**src/rtl/dmem_arb_pkg.sv**
```systemverilog
// Shared types for the data-memory arbiter: FSM state encoding and requester tags.
// Tags 0..CORE_COUNT-1 name cores; tag CORE_COUNT names the UART host port.
package dmem_arb_pkg;

  typedef logic [0:0] arb_state_t;
  localparam arb_state_t ARB    = 1'b0;
  localparam arb_state_t LOCKED = 1'b1;

  function automatic int tag_width(input int core_count);
    return $clog2(core_count + 1);
  endfunction

  function automatic int host_tag(input int core_count);
    return core_count;
  endfunction

endpackage

```
**src/rtl/rr_select.sv**
```systemverilog
// Combinational round-robin pick: first asserted request at or after ptr, wrapping.
// Zero latency; vld low when no request is present.
module rr_select #(
  parameter int N  = 2,
  parameter int PW = 1
) (
  input  logic [N-1:0]  req,
  input  logic [PW-1:0] ptr,
  output logic          vld,
  output logic [PW-1:0] idx
);

  always_comb begin
    int j;
    j   = 0;
    vld = 1'b0;
    idx = '0;
    // Walk offsets from farthest to nearest so the nearest request overwrites.
    for (int i = N - 1; i >= 0; i--) begin
      j = int'(ptr) + i;
      if (j >= N) j = j - N;
      if (req[j]) begin
        vld = 1'b1;
        idx = PW'(j);
      end
    end
  end

endmodule

```
**src/rtl/dmem_arbiter.sv**
```systemverilog
// Single-port data-memory arbiter: host-priority, round-robin cores, bounded core lock.
// Grants are combinational; mem_* registered one cycle later; read data returns tagged.
module dmem_arbiter
  import dmem_arb_pkg::*;
#(
  parameter int CORE_COUNT = 2,
  parameter int ADDR_WIDTH = 12,
  parameter int DATA_WIDTH = 12,
  parameter int RD_LATENCY = 1,
  parameter int LOCK_LIMIT = 16
) (
  input  logic                                  clk,
  input  logic                                  rstN,
  input  logic                                  host_req,
  input  logic                                  host_wrEn,
  input  logic [ADDR_WIDTH-1:0]                 host_addr,
  input  logic [DATA_WIDTH-1:0]                 host_dataIn,
  output logic                                  host_grant,
  output logic                                  host_rdValid,
  input  logic [CORE_COUNT-1:0]                 core_req,
  input  logic [CORE_COUNT-1:0]                 core_wrEn,
  input  logic [CORE_COUNT-1:0]                 core_lock,
  input  logic [CORE_COUNT-1:0][ADDR_WIDTH-1:0] core_addr,
  input  logic [CORE_COUNT-1:0][DATA_WIDTH-1:0] core_dataIn,
  output logic [CORE_COUNT-1:0]                 core_grant,
  output logic [CORE_COUNT-1:0]                 core_rdValid,
  output logic [DATA_WIDTH-1:0]                 rdData,
  output logic [ADDR_WIDTH-1:0]                 mem_addr,
  output logic                                  mem_wrEn,
  output logic [DATA_WIDTH-1:0]                 mem_dataIn,
  input  logic [DATA_WIDTH-1:0]                 mem_dataOut
);

  localparam int PW = (CORE_COUNT > 1) ? $clog2(CORE_COUNT) : 1;
  localparam int TW = tag_width(CORE_COUNT);
  localparam int CW = $clog2(LOCK_LIMIT + 1);
  localparam logic [TW-1:0] HOST_TAG = TW'(host_tag(CORE_COUNT));

  arb_state_t      state;
  logic [PW-1:0]   rr_ptr;
  logic [PW-1:0]   owner;
  logic [CW-1:0]   lock_cnt;
  logic [CW-1:0]   cnt_nxt;
  logic            pick_vld;
  logic [PW-1:0]   pick;
  logic [PW-1:0]   csel;
  logic            any_grant;
  logic            sel_wr;
  logic [ADDR_WIDTH-1:0] sel_addr;
  logic [DATA_WIDTH-1:0] sel_data;

  logic [RD_LATENCY:0] pipe_vld;
  logic [TW-1:0]       pipe_tag [0:RD_LATENCY];
  logic                rd_vld;
  logic [TW-1:0]       rd_tag;

  function automatic logic [PW-1:0] ptr_after(input logic [PW-1:0] w);
    return (w == PW'(CORE_COUNT - 1)) ? '0 : w + 1'b1;
  endfunction

  rr_select #(.N(CORE_COUNT), .PW(PW)) u_rr_select (
    .req (core_req),
    .ptr (rr_ptr),
    .vld (pick_vld),
    .idx (pick)
  );

  assign csel    = (state == LOCKED) ? owner : pick;
  assign cnt_nxt = lock_cnt + 1'b1;

  always_comb begin
    host_grant = 1'b0;
    core_grant = '0;
    if (rstN) begin
      if (state == ARB) begin
        if (host_req)      host_grant       = 1'b1;
        else if (pick_vld) core_grant[pick] = 1'b1;
      end else if (core_req[owner]) begin
        core_grant[owner] = 1'b1;
      end
    end
  end

  assign any_grant = host_grant | (|core_grant);
  assign sel_wr    = host_grant ? host_wrEn   : core_wrEn[csel];
  assign sel_addr  = host_grant ? host_addr   : core_addr[csel];
  assign sel_data  = host_grant ? host_dataIn : core_dataIn[csel];

  always_ff @(posedge clk or negedge rstN) begin
    if (!rstN) begin
      state    <= ARB;
      rr_ptr   <= '0;
      owner    <= '0;
      lock_cnt <= '0;
    end else if (state == ARB) begin
      if (|core_grant) begin
        rr_ptr <= ptr_after(csel);
        if (core_lock[csel] && LOCK_LIMIT > 1) begin
          state    <= LOCKED;
          owner    <= csel;
          lock_cnt <= CW'(1);
        end
      end
    end else begin
      // Release leaves rr_ptr just past the owner so it drops to lowest core priority.
      if (|core_grant) begin
        lock_cnt <= cnt_nxt;
        if (!core_lock[owner] || cnt_nxt == CW'(LOCK_LIMIT)) begin
          state    <= ARB;
          lock_cnt <= '0;
          rr_ptr   <= ptr_after(owner);
        end
      end else if (!core_lock[owner]) begin
        state    <= ARB;
        lock_cnt <= '0;
        rr_ptr   <= ptr_after(owner);
      end
    end
  end

  always_ff @(posedge clk or negedge rstN) begin
    if (!rstN) begin
      mem_addr   <= '0;
      mem_wrEn   <= 1'b0;
      mem_dataIn <= '0;
    end else if (any_grant) begin
      mem_addr   <= sel_addr;
      mem_wrEn   <= sel_wr;
      mem_dataIn <= sel_data;
    end else begin
      mem_wrEn   <= 1'b0;
    end
  end

  // Stage k holds the tag of the read whose data appears k cycles after mem_addr.
  always_ff @(posedge clk or negedge rstN) begin
    if (!rstN) begin
      pipe_vld <= '0;
      for (int k = 0; k <= RD_LATENCY; k++) pipe_tag[k] <= '0;
    end else begin
      pipe_vld[0] <= any_grant & ~sel_wr;
      pipe_tag[0] <= host_grant ? HOST_TAG : TW'(csel);
      for (int k = 1; k <= RD_LATENCY; k++) begin
        pipe_vld[k] <= pipe_vld[k-1];
        pipe_tag[k] <= pipe_tag[k-1];
      end
    end
  end

  assign rd_vld       = pipe_vld[RD_LATENCY];
  assign rd_tag       = pipe_tag[RD_LATENCY];
  assign host_rdValid = rd_vld && (rd_tag == HOST_TAG);
  assign rdData       = rd_vld ? mem_dataOut : '0;

  always_comb begin
    core_rdValid = '0;
    for (int i = 0; i < CORE_COUNT; i++) core_rdValid[i] = rd_vld && (rd_tag == TW'(i));
  end

endmodule

```
**config.mk**
```make
export PLATFORM = sky130hd
export DESIGN_NAME = dmem_arbiter
export DESIGN_NICKNAME = d
export VERILOG_FILES = /design/src/rtl/dmem_arb_pkg.sv /design/src/rtl/rr_select.sv /design/src/rtl/dmem_arbiter.sv
export SDC_FILE = /design/constraint.sdc
export NUM_CORES = 1
export LEC_CHECK = 0
export CELL_PAD_IN_SITES_DETAIL_PLACEMENT = 2
export CELL_PAD_IN_SITES_GLOBAL_PLACEMENT = 2
export CORE_UTILIZATION = 23
export DETAILED_ROUTE_END_ITERATION = 12
export PLACE_DENSITY_LB_ADDON = 0.25
export SYNTH_ARGS = -nofsm -noshare
export SYNTH_HDL_FRONTEND = slang
export SYNTH_HIERARCHICAL = 1
export SYNTH_SLANG_ARGS = --single-unit
```
**constraint.sdc**
```tcl
create_clock -name clk -period 3.67 [get_ports clk]
set_input_delay 0.5505 -clock clk [delete_from_list [all_inputs] [get_ports clk]]
set_output_delay 0.5505 -clock clk [all_outputs]
set_load 0.05 [all_outputs]
```
# Yosys cells after proc, flatten, opt, wreduce, memory -nomap -nowiden
# Index checks and enable logic that the tools add are counted.
[word_totals]
regBits = 39
input_bits = 94
out_inout_bits = 43
word_cells = 110
[classes]
addsub = 6
magnitude_cmp = 9
eq_ne = 5
mux = 62
bitwise = 4
n_reduce_logical = 14
[op_table]
columns = ["op", "n"]
rows = [
  ["2-to-1 mux 12 bit", 7],
  ["less-than comparator 32 x 3 -> 1 bit (second input constant)", 2],
  ["2-to-1 mux 32 bit", 2],
  ["2-to-1 mux 1 bit", 39],
  ["greater-or-equal comparator 32 x 3 -> 1 bit (second input constant)", 1],
  ["subtractor 32 x 3 -> 32 bit (second input constant)", 1],
  ["2-to-1 mux 5 bit", 6],
  ["2-to-1 mux 2 bit", 6],
  ["AND reduction 3 bit", 3],
  ["less-than comparator 1 x 2 -> 1 bit (second input constant)", 3],
  ["adder 5 x 1 -> 5 bit (second input constant)", 1],
  ["equality test 5 bit (second input constant)", 1],
  ["logical AND 1 bit", 5],
  ["nonzero test 2 bit", 2],
  ["!= test 3 x 2 -> 1 bit (second input constant)", 1],
  ["subtractor 1 x 2 -> 3 bit (second input constant)", 1],
  ["adder 1 bit (second input constant)", 2],
  ["adder 1 x 1 -> 2 bit (second input constant)", 1],
  ["demux 1 bit (select 1 bit)", 2],
  ["equality test 2 x 1 -> 1 bit (second input constant)", 1],
  ["equality test 2 bit (second input constant)", 1],
  ["greater-or-equal comparator 1 bit (second input constant)", 2],
  ["greater-or-equal comparator 1 x 2 -> 1 bit (second input constant)", 1],
  ["logical NOT 2 bit", 1],
  ["other kinds (7)", 8],
]

# Depth between registers and ports, before layout
[logic_depth]
ltp_word = 19
mapped_depth = 8
depth_no_buf = 6

# Cells and area by module
# Netlist, hierarchy kept.
[by_module_without_submodules]
columns = ["mod", "n_inst", "cells_per_inst", "area_per_inst_um2", "seq_area_each_um2"]
rows = [
  ["dmem_arbiter", 1, 234, 2324.7, 975.9],
  ["rr_select", 1, 3, 17.5, 0.0],
]

# Worst setup path after synthesis
# No wires, ideal clock.
[synth_path]
path_kind = "input port to output port"
startpoint = "input port core_req[1]"
endpoint = "output port core_grant[1]"
t_arrival_ns = 1.864
t_required_ns = 3.119
slack_ns = 1.256
cell_stages = 4
n_path_buf = 0
cell_sequence = "or2_1 nor3b_1 a22oi_1 nor2b_1"
[synth_between]
elab_chain_len = 13
word_cells_on_any_way = 22
cone_classes = "order compare (2); mux (19); reduce/logical (1)"
[synth_lines]
columns = ["item", "line", "text"]
rows = [
  ["start, declared", "dmem_arbiter.sv:20", "input logic [CORE_COUNT-1:0] core_req,"],
  ["2-to-1 mux 1 bit (implied by the code) (3 in a row)", "rr_select.sv:22", "if (req[j]) begin"],
  ["2-to-1 mux 1 bit (2 in a row)", "rr_select.sv:22", ""],
  ["less-than comparator 1 x 2 -> 1 bit (implied by the code) or greater-or-equal comparator 1 bit (tied branches)", "dmem_arbiter.sv:77", "else if (pick_vld) core_grant[pick] = 1'b1;"],
  ["logical AND 1 bit (implied by the code)", "dmem_arbiter.sv:77", ""],
  ["2-to-1 mux 1 bit (implied by the code)", "dmem_arbiter.sv:77", ""],
  ["demux 1 bit (select 1 bit)", "dmem_arbiter.sv:77", ""],
  ["2-to-1 mux 2 bit", "dmem_arbiter.sv:77", ""],
  ["2-to-1 mux 2 bit", "dmem_arbiter.sv:76", "if (host_req) host_grant = 1'b1;"],
  ["2-to-1 mux 2 bit *", "dmem_arbiter.sv:75", "if (state == ARB) begin"],
  ["2-to-1 mux 2 bit *", "dmem_arbiter.sv:74", "if (rstN) begin"],
  ["end, declared", "dmem_arbiter.sv:25", "output logic [CORE_COUNT-1:0] core_grant,"],
]
# Every way passes the cells marked *; elsewhere a longest branch is shown, timed or not. The select of a mux whose other input is x is not followed.

# Worst setup path after layout
[layout_path]
startpoint = "input port core_req[1]"
endpoint = "output port core_grant[1]"
[layout_between]
word_cells_on_any_way = 22
cone_classes = "order compare (2); mux (19); reduce/logical (1)"
[layout_rtl]
columns = ["item", "line", "text"]
rows = [
  ["2-to-1 mux 1 bit (implied by the code) (3 in a row)", "rr_select.sv:22", ""],
  ["2-to-1 mux 1 bit", "rr_select.sv:22", ""],
  ["2-to-1 mux 1 bit *", "rr_select.sv:22", ""],
  ["via pick_vld", "dmem_arbiter.sv:44", "logic pick_vld;"],
  ["2-to-1 mux 2 bit *", "dmem_arbiter.sv:77", ""],
  ["2-to-1 mux 2 bit *", "dmem_arbiter.sv:76", ""],
  ["2-to-1 mux 2 bit *", "dmem_arbiter.sv:75", ""],
  ["2-to-1 mux 2 bit *", "dmem_arbiter.sv:74", ""],
]
# The timed path passes the listed nets; every way through them passes the cells marked *. The select of a mux whose other input is x is not followed.

==> reports/qor.txt <==
Tightest Pin Transition: 548 ps
Post-route DRC: 0
CP Cell Sequence: clkdlybuf4s50_1 -> or2_1 -> nor3b_1 -> a22oi_1 -> nor2b_1 -> clkdlybuf4s50_1
Power per cell area: 476 nW/um2
Post-CTS Setup Inserts: 0
Pin count of the biggest net entering global routing: 51
Routed len/inst: 16.3 um
Max-cap violations: 0
Critical-path maximum fanout: 5
FMAX: 295 MHz
Cts hold-fix bufs: 0
Clock-pin slew on the worst setup and hold paths: 70 ps
Setup crit start kind: input port
CP Capture Type: primary output
Synth Warn #: 6
Worst path slowest cell: clkdlybuf4s50_1
Vias per cell: 4.69
Status: complete, no violations
Core box area: 9820 um2
CTS Buffer Depth: 2
Switching Share: 38.7%
Initial DRC Count: 61
TritonCTS buffer count: 5
Share of the clock period used by the worst path: 92.5%
Die area: 10,600 um2
Clock Latency Late Sink: 290 ps
Initial antenna violation count: 0
Final GP Congestion: 0.805
Int Pwr: 1.15 mW
Final #Nets: 464
Most frequent CP cell: clkdlybuf4s50_1
GR Util met1: 16.1%
Synth Area in Simple Gates: 15.3%
Asr flop ratio synth: 100%
Fin crit period: 3390 ps
Area growth, synth to finish: 68.9%
Hold Fails Final Rpt: 0
Clock power frac: 22.5%
Worst hold path type: flop to flop
Netlist cell types: 46
Max IR drop VDD: 0.156 mV
Seq pwr share: 31.1%
Critical path's top delay family: buffers and inverters
Worst EP arrival: 2840 ps
Layout fillers: 1,105
Synth Area in Adders: 0.534%
Compound-Gate Fraction of Synth Area: 23.3%
Synthesized cell area: 2340 um2
Syn avg cell area: 9.88 um2
Final ANT Viol Nets: 0
Final setup TNS: 0 ps
Sw power: 730 uW
Synth Area in XOR/XNOR: 0.748%
Gr ovfl total: 0
Max incr delay on CP: 800 ps
I/O pin count: 137
Fin util: 40.3%
First-pass GRT wire length: 12,400 um
Die Y: 103 um
Cells after Synth: 237
Vias in the first global route: 2,485
GR Layer Usage met2: 30.0%
Share of cells above drive strength 1: 5.95%
DPL Wire Length: 6420 um
DR vias: 2,357
Req. time, crit path: 3120 ps
Busiest grt layer: met2
Gates resized, CTS repair: 0
Post-synthesis net count: 332
GRT Total Usage: 15.4%
Total power: 1.88 mW
TritonCTS clock tree: done
Antenna Cells: 0
CTS sink cnt: 39
Ys flop type: dfrtp_1
Die width: 103 um
Pins over their slew limit: 0
Combinational share of power: 46.4%
Synth Register Bits: 39
H-tree Lvls: 2
Cell row count: 36
RSZ-0062 raised after global routing: no
Fin Clk Skew: 7.21 ps
Largest family of logic cells by synthesized area: compound AO/OA/AOI/OAI gates
Met3 Usage GRT: 4.68%
Clock root buffer: clkbuf_8
Seq/Total Area, Yosys: 41.7%
Critical path class: input port to primary output
Buffers on Ports: 136
Routed WL: 8210 um
Leak: 1.77 nW
Initial core utilization: 23.9%
Post-synth EDFFs: 0
Post-synthesis mux area share: 12.7%
Drt pass-1 iters: 4
Buf+Inv Stages, Crit Path: 2
Setup Viol. Count Final: 0
Max-slew headroom: 63.4%
## worst paths after layout
check / startpoint / to / slack (ps) / cells after the start
setup / recovery: core_req[1] / core_grant[1] / 280 / 6
hold / removal: pipe_tag[3] / rd_tag[1] / 350 / 0
setup reg to reg: state / mem_dataIn[0] / 1570 / 5
hold reg to reg: pipe_tag[3] / rd_tag[1] / 350 / 0
max in group asynchronous: rstN / mem_dataIn[5] / 2820 / 2
min in group asynchronous: rstN / lock_cnt[0] / 470 / 2
## per-stage QoR
step	std cells	hold slack [ps]	setup WS, ps	area [um2]
after global placement	495	332	372	3820
after floorplan	237	255	1260	2340
after CTS	503	355	270	3960
final	503	352	276	3960
after detailed placement	495	337	280	3820
after global routing	503	359	154	3960
## power by group through the flow
stage	Combinational [mW]	Clock, mW	Sequential (mW)
after floorplan	0.339	0	0.799
after global placement	0.872	0	0.588
after detailed placement	0.882	0	0.597
after CTS	0.888	0.444	0.589
after global routing	0.928	0.457	0.602
final	0.874	0.424	0.587
## state kept, by name, summed over array words and instances (netlist names)
name / cells
state: 1
mem_wrEn: 1
owner: 1
rd_tag: 2
lock_cnt: 5
pipe_tag: 2
mem_addr: 12
mem_dataIn: 12
pipe_vld: 2
rr_ptr: 1
## cells in the final DEF, fill, tap and decap left out, types with 2 or more instances in the layout
cell type,Yosys,final
a21o_1,24,24
and3_1,3,3
nor3b_1,2,2
o21ai_0,3,3
nor2_1,31,31
clkdlybuf4s50_1,0,135
a21oi_1,3,3
mux2i_1,27,26
a22o_1,2,2
nand2_1,7,7
a211oi_1,25,25
nand3_1,3,3
clkbuf_8,0,5
a22oi_1,2,2
nand3b_1,2,2
inv_1,6,6
nand2b_1,2,2
nor2b_1,4,4
buf_4,0,4
and2_1,12,12
dfrtp_1,39,39
bufinv_16,0,2
## cells in the mapped netlist, drive strengths merged (2+ instances only)
cell type	count	area, um2
dfrtp	39	976
nor2	31	116
mux2i	27	270
a211oi	25	188
a21o	25	189
and2	12	75.1
buf	8	82.6
clkbuf	8	30.0
nand2	8	32.5
inv	6	22.5
nor2b	4	25.0
o21ai	4	23.8
a21oi	3	15.0
and3	3	18.8
nand3	3	15.0
a22o	2	17.5
a22oi	2	15.0
mux2	2	26.3
nand2b	2	12.5
nand3b	2	15.0
nor3b	2	15.0
## routing by layer
metal / vias up / routed length [um]
li1: 1119 / -
met1: 1154 / 3080
met2: 82 / 4420
met3: 2 / 664
met4: 0 / 40
met5: - / 0
## cell type report
class | instances | area, um2 | share of cell area [%]
Inverter | 6 | 22.5 | 0.569
Sequential cell | 39 | 976 | 24.7
Timing Repair Buffer | 141 | 1410 | 35.6
Clock inverter | 2 | 60.1 | 1.52
Multi-Input combinational cell | 176 | 1250 | 31.6
Clock buffer | 6 | 72.6 | 1.83
Tap cell | 133 | 166 | 4.21
## logic make-up (layout without fill, tap and decap cells)
group                    count (synthesis)  count (layout)
AO/OA/AOI/OAI                           72              72
XOR/XNOR                                 2               2
adder cells (fa/ha/maj)                  1               1
buffers and inverters                   22             155
flip-flops                              39              39
multiplexers                            29              29
AND/OR/NAND/NOR                         72              72
Power figures use the tool's default switching activity.
